## config.mk

```make
export PLATFORM = sky130hd
export DESIGN_NAME = pixel_stream_adapter
export DESIGN_NICKNAME = d
export VERILOG_FILES = /design/src/rtl/dvi_pkg.sv /design/src/rtl/pixel_fifo.sv /design/src/rtl/pixel_stream_adapter.sv
export SDC_FILE = /design/constraint.sdc
export NUM_CORES = 1
export LEC_CHECK = 0
export CAP_MARGIN = 20
export CORE_ASPECT_RATIO = 0.75
export CORE_UTILIZATION = 55
export DETAILED_ROUTE_END_ITERATION = 10
export PLACE_DENSITY_LB_ADDON = 0.15
export SYNTH_ARGS = -nofsm -noshare
export SYNTH_HDL_FRONTEND = slang
export SYNTH_SLANG_ARGS = --single-unit
```

## constraint.sdc

```tcl
create_clock -name clk_i -period 4.6 [get_ports clk_i]
set_input_delay 0.92 -clock clk_i [delete_from_list [all_inputs] [get_ports clk_i]]
set_output_delay 0.92 -clock clk_i [all_outputs]
set_load 0.01 [all_outputs]
```

## src/rtl/dvi_pkg.sv

```systemverilog
// Shared raster geometry, colour widths and adapter types for the DVI output path.
// H_ACTIVE/V_ACTIVE hold the current build's active area (4x2 bring-up raster).
package dvi_pkg;
  localparam int H_ACTIVE = 4;
  localparam int V_ACTIVE = 2;
  localparam int COLOR_W  = 8;
  localparam int X_POS_W  = 11;
  localparam int Y_POS_W  = 10;

  typedef enum logic [1:0] {
    ST_SEEK  = 2'd0,
    ST_ARMED = 2'd1,
    ST_RUN   = 2'd2
  } adapt_state_e;

  typedef struct packed {
    logic               sof;
    logic [COLOR_W-1:0] red;
    logic [COLOR_W-1:0] green;
    logic [COLOR_W-1:0] blue;
  } pix_t;

  localparam int PIX_W = $bits(pix_t);
endpackage

```

## src/rtl/pixel_fifo.sv

```systemverilog
// Single-clock first-word-fall-through FIFO with registered full/empty flags.
// A write into an empty FIFO becomes visible on dout_o one cycle later.
module pixel_fifo #(
  parameter int DEPTH = 16,
  parameter int W     = 25
) (
  input  logic         clk_i,
  input  logic         rst_n_i,
  input  logic         push_i,
  input  logic [W-1:0] din_i,
  input  logic         pop_i,
  output logic [W-1:0] dout_o,
  output logic         full_o,
  output logic         empty_o
);
  localparam int AW = $clog2(DEPTH);
  localparam logic [AW:0] DEPTH_C = DEPTH[AW:0];

  logic [W-1:0]  mem_q [DEPTH];
  logic [AW-1:0] wr_ptr_q, rd_ptr_q;
  logic [AW:0]   cnt_q, cnt_d;
  logic          full_q, empty_q;
  logic          do_push, do_pop;

  // Flags are registered, so a push while full is dropped even if a pop frees a slot this cycle.
  assign do_push = push_i && !full_q;
  assign do_pop  = pop_i && !empty_q;

  always_comb begin
    cnt_d = cnt_q;
    if (do_push && !do_pop) cnt_d = cnt_q + 1'b1;
    else if (!do_push && do_pop) cnt_d = cnt_q - 1'b1;
  end

  always_ff @(posedge clk_i or negedge rst_n_i) begin
    if (!rst_n_i) begin
      wr_ptr_q <= '0;
      rd_ptr_q <= '0;
      cnt_q    <= '0;
      full_q   <= 1'b0;
      empty_q  <= 1'b1;
    end else begin
      if (do_push) wr_ptr_q <= wr_ptr_q + 1'b1;
      if (do_pop)  rd_ptr_q <= rd_ptr_q + 1'b1;
      cnt_q   <= cnt_d;
      full_q  <= (cnt_d == DEPTH_C);
      empty_q <= (cnt_d == '0);
    end
  end

  always_ff @(posedge clk_i) begin
    if (do_push) mem_q[wr_ptr_q] <= din_i;
  end

  assign dout_o  = mem_q[rd_ptr_q];
  assign full_o  = full_q;
  assign empty_o = empty_q;
endmodule

```

## src/rtl/pixel_stream_adapter.sv

```systemverilog
// Buffers an upstream pixel stream and locks it to the DVI raster on the sof pixel.
// Colour out is registered one cycle after x/y; s_ready_o drops while the FIFO is full.
module pixel_stream_adapter
  import dvi_pkg::*;
#(
  parameter int                       FIFO_DEPTH = 16,
  parameter logic [3*COLOR_W-1:0]     FILL_COLOR = 24'h000000
) (
  input  logic               clk_i,
  input  logic               rst_n_i,
  input  logic               s_valid_i,
  output logic               s_ready_o,
  input  logic               s_sof_i,
  input  logic [COLOR_W-1:0] s_red_i,
  input  logic [COLOR_W-1:0] s_green_i,
  input  logic [COLOR_W-1:0] s_blue_i,
  input  logic [X_POS_W-1:0] x_i,
  input  logic [Y_POS_W-1:0] y_i,
  output logic [COLOR_W-1:0] red_o,
  output logic [COLOR_W-1:0] green_o,
  output logic [COLOR_W-1:0] blue_o,
  output logic               locked_o,
  output logic               err_underflow_o,
  output logic               err_align_o
);
  pix_t                 push_dat, head;
  logic                 fifo_full, fifo_empty, pop;
  logic                 visible, origin, sof_ok;
  adapt_state_e         state_q;
  logic [3*COLOR_W-1:0] rgb_q;
  logic                 locked_q, err_uf_q, err_al_q;

  assign push_dat = '{sof: s_sof_i, red: s_red_i, green: s_green_i, blue: s_blue_i};

  pixel_fifo #(.DEPTH(FIFO_DEPTH), .W(PIX_W)) u_fifo (
    .clk_i   (clk_i),
    .rst_n_i (rst_n_i),
    .push_i  (s_valid_i && s_ready_o),
    .din_i   (push_dat),
    .pop_i   (pop),
    .dout_o  (head),
    .full_o  (fifo_full),
    .empty_o (fifo_empty)
  );

  assign s_ready_o = !fifo_full;
  assign visible   = (x_i < X_POS_W'(H_ACTIVE)) && (y_i < Y_POS_W'(V_ACTIVE));
  assign origin    = (x_i == '0) && (y_i == '0);
  // While running, only the origin pixel may carry sof.
  assign sof_ok    = (head.sof == origin);

  assign pop = !fifo_empty &&
               (((state_q == ST_SEEK)  && !head.sof) ||
                ((state_q == ST_ARMED) && origin) ||
                ((state_q == ST_RUN)   && visible && sof_ok));

  always_ff @(posedge clk_i or negedge rst_n_i) begin
    if (!rst_n_i) begin
      state_q  <= ST_SEEK;
      rgb_q    <= '0;
      locked_q <= 1'b0;
      err_uf_q <= 1'b0;
      err_al_q <= 1'b0;
    end else begin
      rgb_q    <= '0;
      err_uf_q <= 1'b0;
      err_al_q <= 1'b0;
      locked_q <= (state_q == ST_RUN);
      case (state_q)
        ST_SEEK: begin
          if (visible) rgb_q <= FILL_COLOR;
          if (!fifo_empty && head.sof) state_q <= ST_ARMED;
        end
        ST_ARMED: begin
          if (origin) begin
            rgb_q    <= {head.red, head.green, head.blue};
            locked_q <= 1'b1;
            state_q  <= ST_RUN;
          end else if (visible) begin
            rgb_q <= FILL_COLOR;
          end
        end
        ST_RUN: begin
          if (visible) begin
            if (fifo_empty) begin
              rgb_q    <= FILL_COLOR;
              err_uf_q <= 1'b1;
              locked_q <= 1'b0;
              state_q  <= ST_SEEK;
            end else if (!sof_ok) begin
              rgb_q    <= FILL_COLOR;
              err_al_q <= 1'b1;
              locked_q <= 1'b0;
              state_q  <= ST_SEEK;
            end else begin
              rgb_q <= {head.red, head.green, head.blue};
            end
          end
        end
        default: begin
          locked_q <= 1'b0;
          state_q  <= ST_SEEK;
        end
      endcase
    end
  end

  assign red_o           = rgb_q[3*COLOR_W-1 -: COLOR_W];
  assign green_o         = rgb_q[2*COLOR_W-1 -: COLOR_W];
  assign blue_o          = rgb_q[COLOR_W-1   -: COLOR_W];
  assign locked_o        = locked_q;
  assign err_underflow_o = err_uf_q;
  assign err_align_o     = err_al_q;
endmodule

```

==> flow_metrics.py <==
metrics = {
    "outcome": {
        "status": "finished, violations left",
        "violations": "design-rule violations",
    },
    "placed_design": {
        "gp_congestion": 0.807,
        "port_buffers": 76,
        "dp_hpwl_mm": 19.8,
    },
    "synthesis": {
        "yosys_warnings": 0,
        "synth_top_area_share_pct": 69.7,
        "syn_area_um2": 17200,
        "yosysTopAreaCell": "edfxtp_1",
        "synth_area_per_cell_um2": 22.6,
        "syn_inst": 763,
        "seq_area_frac_synth_pct": 76.1,
        "synth-edff-count": 400,
        "synthArstFlopShare_pct": 9.91,
        "ys_top_cells_by_area": "edfxtp_1 (70%), mux4_2 (16%), dfrtp_1 (6.2%)",
        "synth_flop_cell": "edfxtp_1",
        "synth_seq_cells": 444,
        "ys_types": 61,
        "synth_fp_nets": 823,
    },
    "floorplanning": {
        "die_area_um2": 32100,
        "dieHeight_um": 155,
        "start_util_pct": 56.6,
        "placementRows": 55,
        "die_x_um": 206,
        "coreArea_um2": 30500,
        "io_pins": 77,
    },
    "sta": {
        "fin_worst_skew_ns": 0.0165,
        "fmax_ghz": 0.310,
        "slew_headroom_pct": 25.4,
        "rsz0062_at_grt": "false",
        "setup_viol": 0,
        "tightest_slew_ns": 1.12,
        "finalHoldViolations": 0,
        "finalCriticalPeriod_ns": 3.23,
        "final_max_slew_viol_count": 0,
        "fin_crit_sh_pct": 70.2,
        "fin_tns_setup_ns": 0,
    },
    "critical_path": {
        "cp_max_fo": 52,
        "cp-start-kind": "register",
        "cpMaxStageDelayCell": "dfrtp_4",
        "critPathArrivalTime_ns": 3.63,
        "crit_type": "register to register",
        "slowest_delay_ns": 0.96,
        "crit_required_ns": 5.00,
        "crit_chain": "mux4_2 -> o22ai_2 -> o22ai_4 -> a21o_1 -> a211o_1 -> a221oi_4 -> nor4b_2",
        "crit_path_end_kind": "register",
    },
    "power_and_ir_drop": {
        "power_density_nw_per_um2": 581,
        "leakagePower_nw": 6.58,
        "ir_drop_uv": 428,
    },
    "routing": {
        "drtAntennaViolNets": 0,
        "drc": 10,
        "drtIter0Drc": 710,
        "vias": 8059,
        "wirelength_mm": 34.6,
        "firstDrtPassIters": 10,
        "wl_per_cell_um": 26.3,
        "viasPerCell": 6.13,
    },
    "global_route": {
        "overflow": 0,
        "grt_first_pass_wirelength_mm": 52.1,
        "antenna_found_initial": 1,
        "grt_max_degree": 53,
        "first_global_vias": 8383,
        "grt_use_total_pct": 22.6,
    },
    "clock_network": {
        "cts_resized": 0,
        "clkLatencyLatePin_ns": 0.54,
        "postCtsSetupRepairBufs": 0,
        "cts.sinks": 444,
        "numCtsBuffers": 42,
        "htreeDepth": 2,
        "ctsHoldBuffers": 0,
        "clock-root-buffer": "clkbuf_16",
        "clock_path_buffers": 3,
        "path_clk_slew_ns": 0.06,
        "cts_tree": "done",
    },
    "cells_and_area": {
        "fin_nets": 942,
        "synthToLayoutAreaGrowth_pct": 16.6,
        "final_core_util_pct": 65.9,
        "drive_gt1_share_pct": 28.0,
        "fillers": 1924,
    },
    "job": {
        "maxCapViolations": 0,
    },
    "hold_path": {
        "hp-class": "input pin to asynchronous set/reset pin",
    },
}
cell type report:
| type | instances | area [um^2] | share of cell area (%) |
|---|---|---|---|
| antenna | 1 | 2.50 | 0.0124 |
| clock buffer | 60 | 1180 | 5.87 |
| clock inverter | 17 | 190 | 0.946 |
| inverter | 7 | 26.3 | 0.131 |
| multi-input combinational | 276 | 3980 | 19.8 |
| sequential | 444 | 13100 | 65.3 |
| tap | 399 | 499 | 2.48 |
| timing repair buffer | 111 | 1100 | 5.48 |
cells in the mapped netlist (all sizes together) (2+ instances only):
| library cell | number |
|---|---|
| a211o | 3 |
| and3 | 2 |
| buf | 14 |
| clkbuf | 22 |
| dfrtp | 43 |
| edfxtp | 400 |
| ha | 11 |
| inv | 7 |
| maj3 | 2 |
| mux2 | 5 |
| mux2i | 2 |
| mux4 | 123 |
| nand2 | 19 |
| nand2b | 4 |
| nand3 | 7 |
| nand4 | 4 |
| nor2 | 19 |
| nor2b | 28 |
| nor3 | 7 |
| nor4 | 5 |
| o2111ai | 2 |
| o21ai | 3 |
| o22ai | 3 |
| xnor2 | 8 |
state kept, by name (all words and copies together) (netlist names):
name / flops
locked_o: 1
u_fifo.mem_q: 400
u_fifo.full_o: 1
rgb_q: 24
u_fifo.cnt_q: 5
err_underflow_o: 1
u_fifo.wr_ptr_q: 4
err_align_o: 1
u_fifo.empty_o: 1
state_q: 2
u_fifo.rd_ptr_q: 4
path summary, 6_finish.rpt:
check / from / slack (ns) / cells after the start / to
worst max-delay path: u_fifo.rd_ptr_q[1] / 1.37 / 7 / u_fifo.full_o
worst min-delay path: rst_n_i / 0.44 / 1 / rgb_q[6]
worst max register to register: u_fifo.rd_ptr_q[1] / 1.37 / 7 / u_fifo.full_o
worst min register to register: state_q[1] / 0.54 / 1 / state_q[1]
max in group asynchronous: rst_n_i / 3.29 / 2 / u_fifo.empty_o
min in group clk_i: state_q[1] / 0.54 / 1 / state_q[1]
cells in the final DEF (no fill, tap or decap), types with 11 or more instances in the layout:
cell type / netlist / layout
buf_4: 0 / 29
nor2_2: 0 / 12
nand2_1: 18 / 18
clkbuf_1: 19 / 13
nor2b_1: 28 / 28
ha_1: 11 / 11
edfxtp_1: 400 / 400
mux4_2: 121 / 121
clkbuf_16: 0 / 43
dfrtp_1: 43 / 40
clkdlybuf4s50_1: 0 / 75
worst max-delay path: cells and delay by family, from the launching register on:
family          cells  cell delay [ns]
compound gates      5             1.40
flops               1             0.96
simple gates        1             0.09
mux                 1             0.61
routing by layer:
layer	wire length, um	GRT usage (%)	vias up	part of all wire (%)
li1	-	-	3426	-
met1	14600	32.7	4287	42
met2	17200	36.5	286	50
met3	2230	3.81	58	6.4
met4	604	5.50	2	1.7
met5	10	0	-	0.029
power breakdown:
group / internal [W] / switching, W / total, W
Combinational: 0.00165 / 0.00134 / 0.00298
Sequential: 0.00485 / 0.000420 / 0.00527
Clock: 0.00202 / 0.00141 / 0.00342
Total: 0.00851 / 0.00317 / 0.0117
per-stage QoR:
| stage | setup slack [ns] | total power [W] | instances | hold slack, ns | instance area (um^2) |
|---|---|---|---|---|---|
| after floorplan | 0.696 | 0.00751 | 763 | 0.485 | 17200 |
| after global placement | 1.19 | 0.00825 | 1236 | 0.497 | 18700 |
| after detailed placement | 1.16 | 0.00835 | 1236 | 0.529 | 18700 |
| after CTS | 1.37 | 0.0118 | 1313 | 0.447 | 20100 |
| after global routing | 1.28 | 0.0122 | 1314 | 0.473 | 20100 |
| final | 1.37 | 0.0117 | 1315 | 0.444 | 20100 |
logic make-up (layout without fill, tap and decap cells):
group,after synthesis,in the layout,share of synthesized area (%)
compound gates,21,21,1.38
xor+xnor,9,9,0.501
fa+ha+maj,13,13,0.914
buf+inv,43,195,1.15
flops,444,444,76.1
mux,130,130,16.6
other cells,0,1,0
simple gates,103,103,3.38
(Power assumes the default switching activity.)
